File: src/rtl/if_prefetch.sv
// Instruction-fetch front end: PC sequencer, synchronous imem read port, PC-tagged prefetch FIFO.
// Optional performance counters are enabled with the IF_PERF_CNT_EN macro.
module if_prefetch #(
  parameter int ADDR_W = 10,
  parameter int DATA_W = 32,
  parameter int DEPTH  = 4
) (
  input  logic              clk,
  input  logic              rst,
  input  logic              taken,
  input  logic [ADDR_W-1:0] br_addr,
  input  logic              halting,
  output logic              imem_en,
  output logic [ADDR_W-1:0] imem_addr,
  input  logic [DATA_W-1:0] imem_rdata,
  output logic              out_valid,
  input  logic              out_ready,
  output logic [DATA_W-1:0] out_inst,
  output logic [ADDR_W-1:0] out_pc
`ifdef IF_PERF_CNT_EN
  ,
  output logic [31:0]       fetch_cnt,
  output logic [31:0]       flush_cnt
`endif
);

  localparam int PW = $clog2(DEPTH);
  localparam int CW = PW + 1;

  logic [ADDR_W-1:0] r_fpc;
  logic [ADDR_W-1:0] r_ipc;
  logic              r_inflight;
  logic              r_kill;
  logic [DATA_W-1:0] r_inst_mem [DEPTH];
  logic [ADDR_W-1:0] r_pc_mem   [DEPTH];
  logic [PW-1:0]     r_rd_ptr;
  logic [PW-1:0]     r_wr_ptr;
  logic [CW-1:0]     r_count;

  logic w_issue;
  logic w_push;
  logic w_pop;

  // Credit counts the outstanding read so a returning word always has a free slot.
  assign w_issue   = !rst && !halting && !taken &&
                     ((r_count + CW'(r_inflight)) < CW'(DEPTH));
  assign w_push    = r_inflight && !r_kill && !taken;
  assign out_valid = (r_count != '0);
  assign w_pop     = out_valid && out_ready;

  assign imem_en   = w_issue;
  assign imem_addr = r_fpc;
  assign out_inst  = r_inst_mem[r_rd_ptr];
  assign out_pc    = r_pc_mem[r_rd_ptr];

  always_ff @(posedge clk) begin
    if (rst) begin
      r_fpc      <= '0;
      r_ipc      <= '0;
      r_inflight <= 1'b0;
      r_kill     <= 1'b0;
      r_rd_ptr   <= '0;
      r_wr_ptr   <= '0;
      r_count    <= '0;
    end else begin
      if (taken) begin
        r_fpc <= br_addr;
      end else if (w_issue) begin
        r_fpc <= r_fpc + 1'b1;
        r_ipc <= r_fpc;
      end
      r_inflight <= w_issue;
      r_kill     <= taken;
      if (taken) begin
        r_rd_ptr <= '0;
        r_wr_ptr <= '0;
        r_count  <= '0;
      end else begin
        if (w_push) r_wr_ptr <= r_wr_ptr + 1'b1;
        if (w_pop)  r_rd_ptr <= r_rd_ptr + 1'b1;
        if (w_push && !w_pop)      r_count <= r_count + 1'b1;
        else if (!w_push && w_pop) r_count <= r_count - 1'b1;
      end
    end
  end

  // Storage needs no reset; the count alone qualifies its contents.
  always_ff @(posedge clk) begin
    if (w_push) begin
      r_inst_mem[r_wr_ptr] <= imem_rdata;
      r_pc_mem[r_wr_ptr]   <= r_ipc;
    end
  end

`ifdef IF_PERF_CNT_EN
  logic [31:0] r_fetch_cnt;
  logic [31:0] r_flush_cnt;

  always_ff @(posedge clk) begin
    if (rst) begin
      r_fetch_cnt <= '0;
      r_flush_cnt <= '0;
    end else begin
      if (w_pop) r_fetch_cnt <= r_fetch_cnt + 1'b1;
      if (taken) r_flush_cnt <= r_flush_cnt + 1'b1;
    end
  end

  assign fetch_cnt = r_fetch_cnt;
  assign flush_cnt = r_flush_cnt;
`endif

endmodule
File: config.mk
export PLATFORM = sky130hd
export DESIGN_NAME = if_prefetch
export DESIGN_NICKNAME = d
export VERILOG_FILES = /design/src/rtl/if_prefetch.sv
export SDC_FILE = /design/constraint.sdc
export NUM_CORES = 1
export LEC_CHECK = 0
export BUFFER_PORTS_ARGS = -buffer_cell sky130_fd_sc_hd__buf_2
export CAP_MARGIN = 20
export CORE_ASPECT_RATIO = 1.2
export CORE_MARGIN = 3
export CORE_UTILIZATION = 35
export DETAILED_ROUTE_END_ITERATION = 7
export PLACE_DENSITY = 0.61
export SLEW_MARGIN = 30
export SYNTH_ARGS = -nofsm -noshare
export SYNTH_HDL_FRONTEND = slang
export SYNTH_SLANG_ARGS = --single-unit
File: constraint.sdc
create_clock -name clk -period 3.5 [get_ports clk]
set_clock_uncertainty 0.15 [all_clocks]
set_input_delay 0.7 -clock clk [delete_from_list [all_inputs] [get_ports clk]]
set_output_delay 0.7 -clock clk [all_outputs]
set_load 0.01 [all_outputs]
After elaboration in Yosys (flattened, before gate mapping)
Memories as Yosys holds them, arrays and structs flattened. A register that Yosys moved wholly into a read port is not among the register bits.
Cells that the tools add are included.
{"block": "totals", "register_bits": 29, "latchBits": 0, "ram_bits": 168, "romBits": 0, "in_bits": 47, "output_inout_bits": 54, "elab_cells": 46, "mem_count": 2}
{"memory": "r_inst_mem", "depth": 4, "width": 32, "read_ports": 1, "rd_clocked_by_memory_dff": 1, "wr": 1, "line": "34", "source": "logic [DATA_W-1:0] r_inst_mem [DEPTH];"}
{"memory": "r_pc_mem", "depth": 4, "width": 10, "read_ports": 1, "rd_clocked_by_memory_dff": 1, "wr": 1, "line": "35", "source": "logic [ADDR_W-1:0] r_pc_mem [DEPTH];"}
{"block": "classes", "add_sub_neg": 6, "multipliers": 0, "n_div": 0, "n_lt_le_gt_ge": 1, "n_eq_ne": 0, "shifts": 0, "n_mux": 10, "bitwise_logic": 1, "n_reduce_logical": 19}
{"cell": "10-bit two-way mux", "n": 2}
{"cell": "10-bit by 1-bit adder with 10-bit output, second input constant", "n": 1}
{"cell": "1-bit logical AND", "n": 8}
{"cell": "2-bit two-way mux", "n": 4}
{"cell": "1-bit logical NOT", "n": 6}
{"cell": "3-bit two-way mux", "n": 2}
{"cell": "2-bit by 1-bit adder with 2-bit output, second input constant", "n": 2}
{"cell": "2-bit nonzero test", "n": 2}
{"cell": "3-bit by 1-bit adder with 3-bit output", "n": 1}
{"cell": "3-bit by 1-bit adder with 3-bit output, second input constant", "n": 1}
{"cell": "3-bit < comparator, second input constant", "n": 1}
{"cell": "3-bit nonzero test", "n": 1}
{"cell": "3-bit by 1-bit subtractor with 3-bit output, second input constant", "n": 1}
{"cell": "1-bit two-way mux", "n": 2}
{"cell": "2-bit AND reduction", "n": 1}
{"cell": "2-bit OR reduction", "n": 1}
{"cell": "1-bit inverter", "n": 1}

Logic depth before layout (Yosys ltp)
{"block": "depth", "ltp_word": 7, "depth_mapped": 9, "depth_no_buf": 8}

Least setup slack after synthesis
No wires, ideal clock.
{"block": "synth_path", "path_type": "input-to-reg", "from": "in taken", "to": "mem r_inst_mem[0][0] (enable)", "setup_time_ns": 0.404, "arrival_time_ns": 2.169, "required_time_ns": 2.946, "slack_ns": 0.777, "cell_stages": 3, "path_buffers": 1, "path_cell_list": "clkinv_1 clkbuf_1 and3_1"}
{"block": "synth_via", "elab_chain_cells": 4}
{"element": "from (decl)", "line": "10", "source": "input logic taken,"}
{"element": "1-bit logical NOT", "line": "47", "source": "assign w_push = r_inflight && !r_kill && !taken;"}
{"element": "1-bit logical AND", "line": "47"}
{"element": "1-bit two-way mux", "line": "89", "source": "if (w_push) begin"}
{"element": "1-bit two-way mux (implied by the code)", "line": "90", "source": "r_inst_mem[r_wr_ptr] <= imem_rdata;"}
{"element": "to (decl)", "line": "34"}
Every way passes these cells.

Worst setup path in the final report
{"block": "layout_path", "from": "reg r_count[0]", "to": "out imem_en"}
{"block": "layout_via", "elab_chain_cells": 3}
{"element": "from (decl)", "line": "38", "source": "logic [CW-1:0] r_count;"}
{"element": "from (signal assigned)", "line": "81", "source": "if (w_push && !w_pop) r_count <= r_count + 1'b1;"}
{"element": "from (signal assigned)", "line": "82", "source": "else if (!w_push && w_pop) r_count <= r_count - 1'b1;"}
{"element": "3-bit by 1-bit adder with 3-bit output", "line": "46", "source": "((r_count + CW'(r_inflight)) < CW'(DEPTH));"}
{"element": "3-bit < comparator", "line": "46"}
{"element": "1-bit logical AND", "line": "45", "source": "assign w_issue = !rst && !halting && !taken &&"}
{"element": "to (decl)", "line": "13", "source": "output logic imem_en,"}
Every way passes these cells.

==> flow_summary.toml <==
[die]
rows = 58
dieWidth_microns = 140.0
pin_count = 101
chipHeight_microns = 166.8
initial_core_util_pct = 35.85
die_area_sq_um = 23360
core_area_sq_um = 21050

[sta]
finalSetupTns_ns = 0
worstMarginPinSlew_ns = 0.6606
fmax_mhz = 331.9
rsz0062_at_grt = "false"
min_period_ns = 3.013
fin_crit_sh_pct = 86.08
setup_ws_ns = 0.4872
setup_viol = 0
relSlewSlack_pct = 55.96
holdWs_ns = 0.3449
slew_violations = 0
hold_viol = 0

[clock_tree]
cts_buffer_depth = 2
clkTransAtPathRegs_ns = 0.07
cts_buffers = 17
htreeDepth = 4
cts_tree = "yes"
postCtsHoldBufs = 0
clk_latency_ns = 0.42
cts_sinks = 199
root_buffer = "clkbuf_16"
cts_repair_resize_count = 0
post-cts-setup-buffer-count = 0

[flow_run]
timing.max_cap.violations = 0

[power_and_ir_drop]
p_leak_nw = 3.083
p_per_area_nw_per_um2 = 520.3
vdd_drop_max_mv = 0.3338

[setup_path]
endpoint_kind = "output port"
timing.critical_path.cells = "and3_1 -> mux2i_4 -> inv_2 -> buf_2"
crit_buf_inv = 2
critPathMaxStageDelay_ns = 0.55
cp_max_fo = 18
arrival_ns = 2.16
worstPathRequired_ns = 2.65
critPathKind = "reg2out"
cp_top_family = "multiplexers"
cp-start-kind = "flop"
cpMaxStageDelayCell = "mux2i_4"

[global_routing]
first_global_vias = 4157
globalRoute.totalOverflow = 0
grt_use_total_pct = 13.14
grt_pass1_wl_mm = 23.43
antenna_found_initial = 1
grt_max_degree = 43

[routing]
vias = 3926
drcViolationCount = 0
antenna_left = 0
routed_wirelength_mm = 14.69
vias_per_cell = 4.989
dr.pass1.iters = 4
wl_per_cell_microns = 18.66
drt_iter0_drc = 177

[synthesis]
synth_cell_types = 43
synth_ff_type = "edfxtp_1"
seq_area_frac_synth_pct = 75.09
syn_nets = 448
synthArstFlopShare_pct = 0
synth.area.top_cells = "edfxtp_1 (67%), mux4_2 (13%), dfxtp_1 (8.2%)"
synth-seq-cells = 199
synth_area_sq_um = 7545
synth_cells = 394
yosysWarnings = 0
synth-edff-count = 168
synth_top_cell_by_area = "edfxtp_1"
avgSynthCellArea_sq_um = 19.15
synth_top_cell_area_share_pct = 66.87

[placement]
globalplace.congestion = 0.8094
port_buffers = 100
dp.final_hpwl_mm = 9.464
pre_cts_ws_ns = 0.6228
placedCellCount = 755

[cells_and_area]
drive_gt1_share_pct = 37.79
syn2layout_area_growth_pct = 18.91
utilization_pct = 42.63
n_fill_cell = 1887
fin_nets = 558
finalNonFillerCells = 787

[run_status]
status = "finished clean"

[min_path]
hold_path.class = "in2reg"
## routing by layer
layer	track usage, %	vias to the layer above	part of all wire, %
met2	22.23	103	52
met5	0	-	0
met3	3.935	11	4.6
met1	16.23	2003	43
li1	-	1809	-
met4	4.172	0	1.1
## flip-flops by register name, indices dropped and copies added (netlist names), 2 cells and up, named ones only
signal and count:
imem_addr 10, r_count 3, r_inst_mem 128, r_ipc 10
r_pc_mem 40, r_rd_ptr 2, r_wr_ptr 2
## synth_stat cells (all sizes together) (2+ instances only)
cell type,n
a21oi,14
a311oi,5
a31oi,3
a32oi,3
and3,5
buf,7
clkbuf,13
dfxtp,31
edfxtp,168
ha,6
inv,8
mux2i,3
mux4,42
nand2,24
nand3,7
nor2,15
o21ai,3
o31ai,2
or2,2
or3,9
or4,3
xor2,5
## cell type report
class                      count  area, sq um  share of cell area [%]
inverter                       9        33.78                  0.3766
clock inverter                14        160.2                   1.785
multi-input combinational    166         1758                   19.60
sequential                   199         5670                   63.21
timing repair buffer         111        583.1                   6.499
tap                          270        337.8                   3.766
clock buffer                  17        425.4                   4.742
antenna                        1        2.502                 0.02789
## worst paths after layout
kind | startpoint | end | slack (ns) | cells after the start
hold / removal | imem_rdata[26] | r_inst_mem[0][26] | 0.34 | 1
setup / recovery | r_count[0] | imem_en | 0.49 | 4
setup reg to reg | r_count[2] | r_count[2] | 1.08 | 8
hold reg to reg | r_ipc[0] | r_ipc[0] | 0.36 | 2
## placed cells by master, fill, tap and decap left out, drive strengths merged, types with 2 or more instances in the layout
master    instances
clkinvlp          2
xor2              5
or4               3
dfxtp            31
mux4             42
clkinv           10
o21ai             3
nand2            24
a32oi             3
and3              5
bufinv            3
mux2i             3
edfxtp          168
a21oi            14
o31ai             2
nor2             15
ha                6
buf             111
a311oi            5
nand3             7
or2               2
a31oi             3
or3               9
clkbuf           17
inv               8
## power breakdown
group | internal [mW] | switching (mW)
registers | 2.58 | 0.0238
clock network | 1.11 | 0.797
logic | 0.0669 | 0.0864
## cells by family (layout without fill, tap and decap cells)
| logic type | Yosys count | after routing | synth area share (%) |
|---|---|---|---|
| AOI/OAI and AO/OA | 34 | 34 | 3.068 |
| xor gates and xnor gates | 6 | 6 | 0.7961 |
| adders and majority gates | 7 | 7 | 1.260 |
| buffers and inverters | 29 | 151 | 1.675 |
| DFF | 199 | 199 | 75.09 |
| muxes | 45 | 45 | 13.10 |
| other | 0 | 1 | 0 |
| and+or+nand+nor | 74 | 74 | 5.008 |
## metrics by stage
stage | power [mW] | area [sq um]
2_1_floorplan | 2.728 | 7545
3_3_place_gp | 2.803 | 8383
3_5_place_dp | 2.812 | 8383
4_1_cts | 4.715 | 8969
5_1_grt | 4.838 | 8971
6_report | 4.668 | 8971
(Power assumes the default switching activity.)
